## src/rtl/keypad_display_scan_if.sv

```systemverilog
// Link between the keypad encoder and the display scanner.
// The encoder side drives the entry state, and the display side drives the LED pins.
interface keypad_display_scan_if;
    logic [11:0] binary;
    logic [1:0]  times;
    logic [4:0]  tries;
    logic [7:0]  seg;
    logic [3:0]  dig_sel;

    modport master (output binary, times, tries, input seg, dig_sel);
    modport slave  (input binary, times, tries, output seg, dig_sel);
endinterface

```

## src/rtl/keypad_display_scan.sv

```systemverilog
// Four-digit multiplexed 7-segment driver for the password-lock keypad.
// Snapshots the entry state once per frame, blanks between digits and blinks during lockout.
module keypad_display_scan #(
    parameter int SCAN_DIV       = 50000,
    parameter int BLANK_CYC      = 500,
    parameter int BLINK_DIV      = 12500000,
    parameter int LOCK_TRIES     = 6,
    parameter int SEG_ACTIVE_LOW = 1,
    parameter int DIG_ACTIVE_LOW = 1
) (
    input  logic clk,
    input  logic rst_n,
    keypad_display_scan_if.slave disp
);

    localparam int SCAN_W  = (SCAN_DIV > 1)  ? $clog2(SCAN_DIV)  : 1;
    localparam int BLINK_W = (BLINK_DIV > 1) ? $clog2(BLINK_DIV) : 1;

    localparam logic [SCAN_W-1:0]  SCAN_LAST  = SCAN_W'(SCAN_DIV - 1);
    localparam logic [SCAN_W-1:0]  BLANK_LIM  = SCAN_W'(BLANK_CYC);
    localparam logic [BLINK_W-1:0] BLINK_LAST = BLINK_W'(BLINK_DIV - 1);
    localparam logic [4:0]         LOCK_LIM   = 5'(LOCK_TRIES);
    localparam logic [7:0]         SEG_OFF    = (SEG_ACTIVE_LOW != 0) ? 8'hFF : 8'h00;
    localparam logic [3:0]         DIG_OFF    = (DIG_ACTIVE_LOW != 0) ? 4'hF : 4'h0;
    localparam logic [11:0]        PASS_CODE  = 12'hBCC;

    logic [SCAN_W-1:0]  scanCnt_q,  scanCnt_d;
    logic [1:0]         idx_q,      idx_d;
    logic [BLINK_W-1:0] blinkCnt_q, blinkCnt_d;
    logic               blinkOn_q,  blinkOn_d;
    logic [11:0]        sBin_q,     sBin_d;
    logic [1:0]         sTimes_q,   sTimes_d;
    logic [4:0]         sTries_q,   sTries_d;
    logic [7:0]         seg_q,      seg_d;
    logic [3:0]         digSel_q,   digSel_d;

    logic       scanWrap;
    logic       locked;
    logic       isPass;
    logic [7:0] segAct;
    logic [3:0] digAct;

    // Active-high glyph codes {dp,g,f,e,d,c,b,a}; A..E are the P/A/S/-/E letters.
    function automatic logic [7:0] glyph(input logic [3:0] code);
        logic [7:0] g;
        case (code)
            4'h0:    g = 8'h3F;
            4'h1:    g = 8'h06;
            4'h2:    g = 8'h5B;
            4'h3:    g = 8'h4F;
            4'h4:    g = 8'h66;
            4'h5:    g = 8'h6D;
            4'h6:    g = 8'h7D;
            4'h7:    g = 8'h07;
            4'h8:    g = 8'h7F;
            4'h9:    g = 8'h6F;
            4'hA:    g = 8'h73;
            4'hB:    g = 8'h77;
            4'hC:    g = 8'h6D;
            4'hD:    g = 8'h40;
            4'hE:    g = 8'h79;
            default: g = 8'h00;
        endcase
        return g;
    endfunction

    always_comb begin
        scanWrap   = (scanCnt_q == SCAN_LAST);
        scanCnt_d  = scanWrap ? '0 : scanCnt_q + 1'b1;
        idx_d      = scanWrap ? idx_q + 2'd1 : idx_q;

        sBin_d     = sBin_q;
        sTimes_d   = sTimes_q;
        sTries_d   = sTries_q;
        if (scanWrap && idx_q == 2'd3) begin
            sBin_d   = disp.binary;
            sTimes_d = disp.times;
            sTries_d = disp.tries;
        end

        // Lockout follows the snapshot, so leaving lockout also waits for a frame boundary.
        locked     = (sTries_q >= LOCK_LIM);
        blinkCnt_d = '0;
        blinkOn_d  = 1'b1;
        if (locked) begin
            if (blinkCnt_q == BLINK_LAST) begin
                blinkCnt_d = '0;
                blinkOn_d  = ~blinkOn_q;
            end else begin
                blinkCnt_d = blinkCnt_q + 1'b1;
                blinkOn_d  = blinkOn_q;
            end
        end
    end

    always_comb begin
        isPass = (sBin_q == PASS_CODE);
        segAct = 8'h00;
        case (idx_q)
            2'd0: segAct = glyph(sBin_q[3:0]);
            2'd1: segAct = glyph(sBin_q[7:4]);
            2'd2: segAct = glyph(sBin_q[11:8]);
            default: begin
                if (isPass)
                    segAct = glyph(4'hA);
                else if (sTries_q == 5'd0)
                    segAct = 8'h00;
                else if (sTries_q <= 5'd9)
                    segAct = glyph(sTries_q[3:0]);
                else
                    segAct = glyph(4'hE);
                segAct[7] = (sTimes_q == 2'd3) && !isPass;
            end
        endcase
        digAct = 4'b0001 << idx_q;

        if ((scanCnt_q < BLANK_LIM) || (locked && !blinkOn_q)) begin
            segAct = 8'h00;
            digAct = 4'h0;
        end

        seg_d    = (SEG_ACTIVE_LOW != 0) ? ~segAct : segAct;
        digSel_d = (DIG_ACTIVE_LOW != 0) ? ~digAct : digAct;
    end

    always_ff @(posedge clk or negedge rst_n) begin
        if (!rst_n) begin
            scanCnt_q  <= '0;
            idx_q      <= 2'd0;
            blinkCnt_q <= '0;
            blinkOn_q  <= 1'b1;
            sBin_q     <= 12'hFFF;
            sTimes_q   <= 2'd0;
            sTries_q   <= 5'd0;
            seg_q      <= SEG_OFF;
            digSel_q   <= DIG_OFF;
        end else begin
            scanCnt_q  <= scanCnt_d;
            idx_q      <= idx_d;
            blinkCnt_q <= blinkCnt_d;
            blinkOn_q  <= blinkOn_d;
            sBin_q     <= sBin_d;
            sTimes_q   <= sTimes_d;
            sTries_q   <= sTries_d;
            seg_q      <= seg_d;
            digSel_q   <= digSel_d;
        end
    end

    assign disp.seg     = seg_q;
    assign disp.dig_sel = digSel_q;

endmodule

```

## src/flat_wrapper.sv

```systemverilog
// flat-port wrapper written by rule: the top's interface ports become plain ports
module keypad_display_scan_flat 
#(
    parameter int SCAN_DIV       = 50000,
    parameter int BLANK_CYC      = 500,
    parameter int BLINK_DIV      = 12500000,
    parameter int LOCK_TRIES     = 6,
    parameter int SEG_ACTIVE_LOW = 1,
    parameter int DIG_ACTIVE_LOW = 1
)
  (clk, rst_n, disp_binary, disp_times, disp_tries, disp_seg, disp_dig_sel);
  keypad_display_scan_if disp_i ();
  input  logic clk;
  input  logic rst_n;
  input wire logic [$bits(disp_i.binary)-1:0] disp_binary;
  input wire logic [$bits(disp_i.times)-1:0] disp_times;
  input wire logic [$bits(disp_i.tries)-1:0] disp_tries;
  output wire logic [$bits(disp_i.seg)-1:0] disp_seg;
  output wire logic [$bits(disp_i.dig_sel)-1:0] disp_dig_sel;
  assign disp_i.binary = disp_binary;
  assign disp_i.times = disp_times;
  assign disp_i.tries = disp_tries;
  assign disp_seg = disp_i.seg;
  assign disp_dig_sel = disp_i.dig_sel;
  keypad_display_scan #(.SCAN_DIV(SCAN_DIV), .BLANK_CYC(BLANK_CYC), .BLINK_DIV(BLINK_DIV), .LOCK_TRIES(LOCK_TRIES), .SEG_ACTIVE_LOW(SEG_ACTIVE_LOW), .DIG_ACTIVE_LOW(DIG_ACTIVE_LOW)) u_core (.clk(clk), .rst_n(rst_n), .disp(disp_i));
endmodule
```

## config.mk

```make
export PLATFORM = sky130hd
export DESIGN_NAME = keypad_display_scan_flat
export DESIGN_NICKNAME = d
export VERILOG_FILES = /design/src/rtl/keypad_display_scan_if.sv /design/src/rtl/keypad_display_scan.sv /design/src/flat_wrapper.sv
export SDC_FILE = /design/constraint.sdc
export NUM_CORES = 1
export LEC_CHECK = 0
export CAP_MARGIN = 40
export CELL_PAD_IN_SITES_DETAIL_PLACEMENT = 0
export CELL_PAD_IN_SITES_GLOBAL_PLACEMENT = 1
export CORE_ASPECT_RATIO = 1.5
export CORE_MARGIN = 2
export CORE_UTILIZATION = 42
export CTS_CLUSTER_DIAMETER = 100
export DETAILED_ROUTE_END_ITERATION = 16
export PLACE_DENSITY_LB_ADDON = 0.1
export SLEW_MARGIN = 0
export SYNTH_ARGS = -nofsm -noshare
export SYNTH_HDL_FRONTEND = slang
export SYNTH_SLANG_ARGS = --single-unit
```

## constraint.sdc

```tcl
create_clock -name clk -period 2.2 [get_ports clk]
set_input_delay 0.44 -clock clk [delete_from_list [all_inputs] [get_ports clk]]
set_output_delay 0.44 -clock clk [all_outputs]
set_load 0.02 [all_outputs]
```

Word-level counts from Yosys, hierarchy flattened
Memory sizes are Yosys's and may differ from the RTL's.
Index checks and enable logic that the tools add are counted.

storage, ports and cells
  logic and storage cells = 50
  register bits = 74
  memories = 4
  memory bits (read-only) = 448
  input bits = 21
  output and inout port bits = 12

operators by class
  multiplexer cells = 11
  $lt $le $gt $ge = 3
  bitwise logic cells = 3
  reduce and logical (&&, ||, !) cells = 8
  eq/ne operators = 8
  add/sub/neg operators = 3
  shifts and indexed selects = 1

memories
  memory           words  width  read ports  clocked after Yosys merged registers in  wr ports  RTL line                   source
  (no name shown)  16     7      1           0                                        0         keypad_display_scan.sv:46  case (code)
  (no name shown)  16     7      1           0                                        0         keypad_display_scan.sv:46
  (no name shown)  16     7      1           0                                        0         keypad_display_scan.sv:46
  (no name shown)  16     7      1           0                                        0         keypad_display_scan.sv:46

operator list
  operator                                                            number
  2-to-1 mux 24 bit                                                   2
  adder 24 x 1 -> 24 bit (second input constant)                      1
  equality test 24 bit (second input constant)                        1
  case mux 8 bit (3 select lines)                                     1
  2-to-1 mux 7 bit                                                    3
  adder 16 x 1 -> 16 bit (second input constant)                      1
  equality test 16 bit (second input constant)                        1
  < comparator 16 x 9 -> 1 bit (second input constant)                1
  2-to-1 mux 16 bit                                                   1
  equality test 12 bit (second input constant)                        1
  2-to-1 mux 8 bit                                                    1
  inverter 8 bit                                                      1
  equality test 2 bit (second input constant)                         3
  greater-or-equal comparator 5 x 3 -> 1 bit (second input constant)  1
  less-or-equal comparator 5 x 4 -> 1 bit (second input constant)     1
  zero test 5 bit                                                     1
  2-to-1 mux 4 bit                                                    1
  inverter 4 bit                                                      1
  << shifter 1 x 2 -> 4 bit (first input constant)                    1
  logical AND 1 bit                                                   3
  adder 2 x 1 -> 2 bit (second input constant)                        1
  equality test 2 x 1 -> 1 bit (second input constant)                1
  zero test 1 bit                                                     2
  zero test 2 bit                                                     1
  other kinds (4)                                                     5

Longest topological paths before layout
Gate-level depths: netlist of the first run.

  depth after elaboration = 7
  gate-level depth with buffers = 7
  depth with buffers taken out = 6

Least setup slack after synthesis of the first run
Ideal clock, no wire load.

  path kind = register to register
  from = register u_core.scanCnt_q[12]
  to = register u_core.sTimes_q[1]
  path buffers = 1
  path slack = 0.158 ns
  cell stages (with the launch flop) = 6
  data required time = 2.075 ns
  data arrival time = 1.917 ns
  setup time = 0.125 ns
  path through = dfrtp_1 or4_4 nor4_4 nand2_4 buf_6 mux2_4

on the way
  word-level cells in the longest chain between the ends = 2

RTL lines
  what                      RTL line                    source
  start: declaration        keypad_display_scan.sv:27   logic [SCAN_W-1:0] scanCnt_q, scanCnt_d;
  start signal: assignment  keypad_display_scan.sv:138  scanCnt_q <= scanCnt_d;
  equality test 16 bit      keypad_display_scan.sv:68   scanWrap = (scanCnt_q == SCAN_LAST);
  logical AND 1 bit         keypad_display_scan.sv:75   if (scanWrap && idx_q == 2'd3) begin
  end signal: assignment    keypad_display_scan.sv:143  sTimes_q <= sTimes_d;
  end: declaration          keypad_display_scan.sv:32   logic [1:0] sTimes_q, sTimes_d;

No other way between the ends.
A chain may end at the register's enable or synchronous reset.

Worst setup path after layout of the first run
Ends and elaborated chain as after synthesis.

==> flow_summary.json, run 1 <==
{
  "dp_cells": 573,
  "hold_viol": 0,
  "post-route-period-util_pct": 94.97,
  "clock_latency_ps": 330,
  "io_buffers": 32,
  "cp_max_fo": 19,
  "num_rows": 45,
  "cts-htree-levels": 3,
  "seq_power_share_pct": 46.0,
  "path_delay_family": "simple AND/OR/NAND/NOR gates",
  "ctsResizeCount": 0,
  "cts_buffers": 9,
  "min_period_ps": 2089,
  "drive_above_1_share_pct": 20.13,
  "critPathKind": "flip-flop to flip-flop",
  "required_ps": 2420,
  "sw_frac_of_total_pct": 24.52,
  "synth_edf_count": 0,
  "cts_buffer_depth": 2,
  "yosysWarnings": 0,
  "final_util_pct": 51.33,
  "final_nets": 517,
  "hold_slack_ps": 87.33,
  "synth.ff_latch_count": 74,
  "areaGrowthSynthToFinish_pct": 18.70,
  "via_per_inst": 5.676,
  "num_vias": 3343,
  "die_w_um": 87.41,
  "rrSetupSlack_ps": 110,
  "finalWeightedCongestion": 0.8706,
  "hold_buffers": 0,
  "max_stage_delay_ps": 570,
  "worst_pin_slew_ps": 692.9,
  "die_h_um": 129.1,
  "syn_inst": 425,
  "switchingPower_uw": 797.5,
  "drc_errors": 0,
  "syn_nets": 475,
  "worstPathArrival_ps": 2310,
  "critPathCaptureType": "flip-flop",
  "clk_pin_slew_ps": 60,
  "rsz0062_at_grt": "no",
  "drt-pass1-iter-count": 4,
  "root_buffer": "clkbuf_16",
  "skew_ps": 5.598,
  "postSynth.asyncResetShare_pct": 100.0,
  "track_usage_pct": 19.42,
  "start_util_pct": 43.25,
  "holdCritPathClass": "input port to asynchronous set/reset pin",
  "r2r-start": "u_core.scanCnt_q[12]",
  "fin_cells": 589,
  "routed_wl_um": 10130,
  "wire_per_inst_um": 17.20,
  "slew_viol_final": 0,
  "avgSynthCellArea_um2": 10.31,
  "worstRegToRegCells": 4,
  "post-dp-hpwl_um": 7373,
  "synth.yosys.seq_area_share_pct": 42.96,
  "cts_tree": "yes",
  "yosys_most_used_dff": "dfrtp_1",
  "clock.fmax_ghz": 0.4786,
  "boundaryPins": 33,
  "relSlewSlack_pct": 53.22,
  "finalPower_uw": 3252,
  "syn_area_um2": 4383,
  "vdd_drop_max_uv": 350.3,
  "path_buf_inv": 0,
  "combPwrFrac_pct": 9.1,
  "post_cts_buffers": 0,
  "path_cells": "or4_4 -> nor4_4 -> nand2_4 -> mux2_4",
  "worstReg2RegEnd": "u_core.sTimes_q[1]",
  "synth_cell_types": 55,
  "p_leak_uw": 0.002228,
  "critPathLaunchType": "flip-flop",
  "setup_viol": 0,
  "p_int_uw": 2454,
  "status": "finished, final reports clean",
  "fin_setup_tns_ps": 0,
  "mostFrequentLayoutCell": "dfrtp_1",
  "slowest_stage": "or4_4",
  "cts_num_sinks": 74,
  "coreArea_um2": 10130,
  "layout_common_cells": "49 x dfrtp_1, 31 x clkdlybuf4s50_1, 29 x nor2_1, 29 x ha_1, 26 x nand2_1",
  "p_per_area_nw_per_um2": 625.1,
  "grt_pass1_vias": 3435,
  "grt_max_degree": 39,
  "antenna_found_initial": 0,
  "grt_pass1_wl_um": 17040,
  "diodes": 0,
  "overflow": 0,
  "die_area_um2": 11290,
  "maxCapViolCount": 0,
  "ant_nets": 0,
  "first_iter_violations": 107,
  "power_frac_clock_pct": 44.9
}
through the flow:
step                instance area, µm²  setup slack [ps]
floorplan                         4383             158.3
global placement                  4907             132.0
detailed placement                4907             92.50
CTS                               5202             81.24
global route                      5202            0.1779
finish                            5202             110.6
final cells by class:
cell class              count  area [µm²]
repair buffers             48       450.4
well taps                 117       146.4
clock buffers              10       229.0
flip-flops and latches     74        1883
multi-input cells         310        2337
fillers                   943        4932
inverters                  24       90.09
clock inverters             6       66.31
sequential cells by signal (all words and copies together), names as in the netlist:
register	count
u_core.blinkCnt_q	24
u_core.blinkOn_q	1
u_core.disp.dig_sel	4
u_core.disp.seg	8
u_core.idx_q	2
u_core.sBin_q	12
u_core.sTimes_q	2
u_core.sTries_q	5
u_core.scanCnt_q	16
power by group through the flow:
stage | clock network (µW) | logic [µW] | registers, µW
CTS | 1500 | 302 | 1500
finish | 1460 | 296 | 1500
detailed placement | 0 | 300 | 1520
global placement | 0 | 296 | 1520
floorplan | 0 | 191 | 1490
global route | 1550 | 335 | 1510
cells by family (layout without fill, tap and decap cells):
family	Yosys count	count (layout)	synth area share (%)
xor gates and xnor gates	24	24	4.796
adders and majority gates	29	29	8.279
muxes	33	33	9.192
AOI/OAI and AO/OA	81	81	12.82
buffers and inverters	41	88	3.711
DFF	74	74	42.96
and+or+nand+nor	143	143	18.24
metal layers:
metal  GRT usage [%]  part of all wire [%]  routed length [µm]
met3           3.631                   3.2                 324
met4           8.778                   3.2                 327
met1           22.35                    40                4086
met5               0                     0                   0
met2           34.40                    53                5395
cells in the mapped netlist (all sizes together), types with 3 or more instances:
cell	number	area share (%)
clkbuf	15	1.3
mux2i	5	1.1
o21ba	4	0.91
or3	10	1.4
o221ai	5	1.0
o31ai	8	1.4
nand2b	4	0.57
xor2	12	2.4
o311ai	3	0.60
dfrtp	49	28
nor3	4	0.46
nor2b	4	0.57
nand2	27	2.5
inv	24	2.1
mux2	28	8.1
dfstp	25	15
a221oi	4	0.80
and3	4	0.57
ha	29	8.3
xnor2	12	2.4
a21oi	20	2.3
nor2	29	2.5
nand3	19	2.2
nor4	4	0.91
and2	4	0.57
nand4	12	1.7
or4	8	1.5
and4	5	1.0
o21ai	16	1.8
o211ai	3	0.51
how the worst max path moves through the flow:
stage / end / cells after the start / from
floorplan: u_core.sTimes_q[1] / 5 / u_core.scanCnt_q[12]
global placement: u_core.sTries_q[4] / 4 / u_core.scanCnt_q[12]
detailed placement: u_core.sTries_q[4] / 4 / u_core.scanCnt_q[12]
CTS: u_core.sTimes_q[1] / 4 / u_core.scanCnt_q[12]
global route: u_core.sTimes_q[1] / 4 / u_core.scanCnt_q[12]
finish: u_core.sTimes_q[1] / 4 / u_core.scanCnt_q[12]
worst reg2reg max path, cell delays in order, from the launching register on:
cell     delay (ps)
dfrtp_1         410
or4_4           570
nor4_4          360
nand2_4         270
mux2_4          370
Power figures use the tool's default switching activity.
==> inputs of run 2 (changes only) <==
- REMOVE_ABC_BUFFERS: not set -> 1
==> flow_summary.json, run 2 (same netlist as run 1, synthesis figures left out) <==
{
  "power_frac_clock_pct": 44.8,
  "post_cts_buffers": 0,
  "hold_buffers": 0,
  "switchingPower_uw": 756.3,
  "mostFrequentLayoutCell": "dfrtp_1",
  "overflow": 0,
  "root_buffer": "clkbuf_16",
  "io_buffers": 32,
  "cts_buffer_depth": 2,
  "vdd_drop_max_uv": 529.7,
  "track_usage_pct": 18.39,
  "dp_cells": 571,
  "worstRegToRegCells": 4,
  "required_ps": 2420,
  "crit_path_start": "u_core.scanCnt_q[12]",
  "worst_pin_slew_ps": 541.4,
  "cts_buffers": 9,
  "critPathCaptureType": "flip-flop",
  "largest_reg_flops": 24,
  "layout_common_cells": "49 x dfrtp_1, 31 x clkdlybuf4s50_1, 29 x nor2_1, 29 x ha_1, 26 x nand2_1",
  "top_register": "u_core.blinkCnt_q",
  "biggestRegsByFlops": "u_core.blinkCnt_q (24), u_core.scanCnt_q (16), u_core.sBin_q (12)",
  "post-dp-hpwl_um": 6718,
  "clock_latency_ps": 330,
  "hold_viol": 0,
  "drc_errors": 0,
  "areaGrowthSynthToFinish_pct": 18.16,
  "skew_ps": 8.667,
  "design_area_um2": 5179,
  "rsz0062_at_grt": "no",
  "grt_pass1_wl_um": 16290,
  "p_leak_uw": 0.002223,
  "die_w_um": 87.41,
  "start_util_pct": 43.25,
  "worstPathArrival_ps": 2280,
  "rrSetupSlack_ps": 130,
  "place_area_um2": 4890,
  "maxCapViolCount": 0,
  "p_per_area_nw_per_um2": 624.4,
  "seq_power_share_pct": 46.4,
  "status": "finished, final reports clean",
  "cp_max_fo": 19,
  "diodes": 0,
  "ctsResizeCount": 0,
  "die_h_um": 129.1,
  "fin_cells": 587,
  "sw_frac_of_total_pct": 23.39,
  "finalWeightedCongestion": 0.7734,
  "wire_per_inst_um": 16.14,
  "die_area_um2": 11290,
  "slew_viol_final": 0,
  "critPathLaunchType": "flip-flop",
  "drive_above_1_share_pct": 19.15,
  "antenna_found_initial": 0,
  "coreArea_um2": 10130,
  "ant_nets": 0,
  "post-route-period-util_pct": 94.01,
  "holdCritPathClass": "input port to asynchronous set/reset pin",
  "num_rows": 45,
  "clock.fmax_ghz": 0.4835,
  "grt_max_degree": 75,
  "boundaryPins": 33,
  "via_per_inst": 5.559,
  "p_int_uw": 2477,
  "combPwrFrac_pct": 8.8,
  "cts_num_sinks": 74,
  "grt_pass1_vias": 3301,
  "r2r-start": "u_core.scanCnt_q[12]",
  "num_vias": 3263,
  "min_period_ps": 2068,
  "drt-pass1-iter-count": 4,
  "worstReg2RegEnd": "u_core.sTimes_q[1]",
  "first_iter_violations": 121,
  "critPathKind": "flip-flop to flip-flop",
  "cts_tree": "yes",
  "relSlewSlack_pct": 63.45,
  "routed_wl_um": 9475,
  "setup_viol": 0,
  "final_nets": 515,
  "clk_pin_slew_ps": 60,
  "cts-htree-levels": 3
}
run 2: metal layers:
layer	track usage [%]	up-vias	part of all wire, %
met1	22.36	1574	43
li1	-	1627	-
met2	31.06	49	51
met5	0	-	0
met3	4.713	13	3.5
met4	6.968	0	2.1
run 2: critical path, stage by stage, from the launching register on:
cell	delay [ps]
dfrtp_1	410
or4_4	570
nor4_4	350
nand2_4	260
mux2_4	360
run 2: cell type report:
| cell class | instances | area (µm²) |
|---|---|---|
| fill | 980 | 4956 |
| inverter | 24 | 90.09 |
| clock inverter | 3 | 38.79 |
| tap | 117 | 146.4 |
| clock buffer | 13 | 250.2 |
| sequential | 74 | 1883 |
| multi-input combinational | 310 | 2337 |
| timing repair buffer | 46 | 432.9 |
run 2: power groups by stage:
stage	clock [µW]	sequential (µW)	combinational, µW
after floorplan	0	1510	173
after global placement	0	1520	285
after global routing	1540	1510	326
after CTS	1490	1500	289
final	1450	1500	285
after detailed placement	0	1520	288
run 2: per-stage QoR:
stage	utilization, %	TNS (ps)	power [µW]	worst slack (ps)	hold WS [ps]
2_1_floorplan	-	-754.5	1678	-76.50	144.4
3_3_place_gp	48.25	0	1806	137.6	421.0
3_5_place_dp	48.25	0	1810	105.6	417.6
4_1_cts	51.10	0	3279	102.5	149.3
5_1_grt	51.10	0	3382	50.18	160.2
6_report	51.10	0	3234	131.9	139.1
run 2: how the worst max path moves through the flow:
stage | depth (start not counted) | end
2_1_floorplan | 4 | u_core.sTimes_q[1]
3_3_place_gp | 4 | u_core.sTries_q[4]
5_1_grt | 4 | u_core.sTries_q[4]
6_report | 4 | u_core.sTimes_q[1]
4_1_cts | 4 | u_core.sTimes_q[1]
3_5_place_dp | 4 | u_core.sTries_q[4]
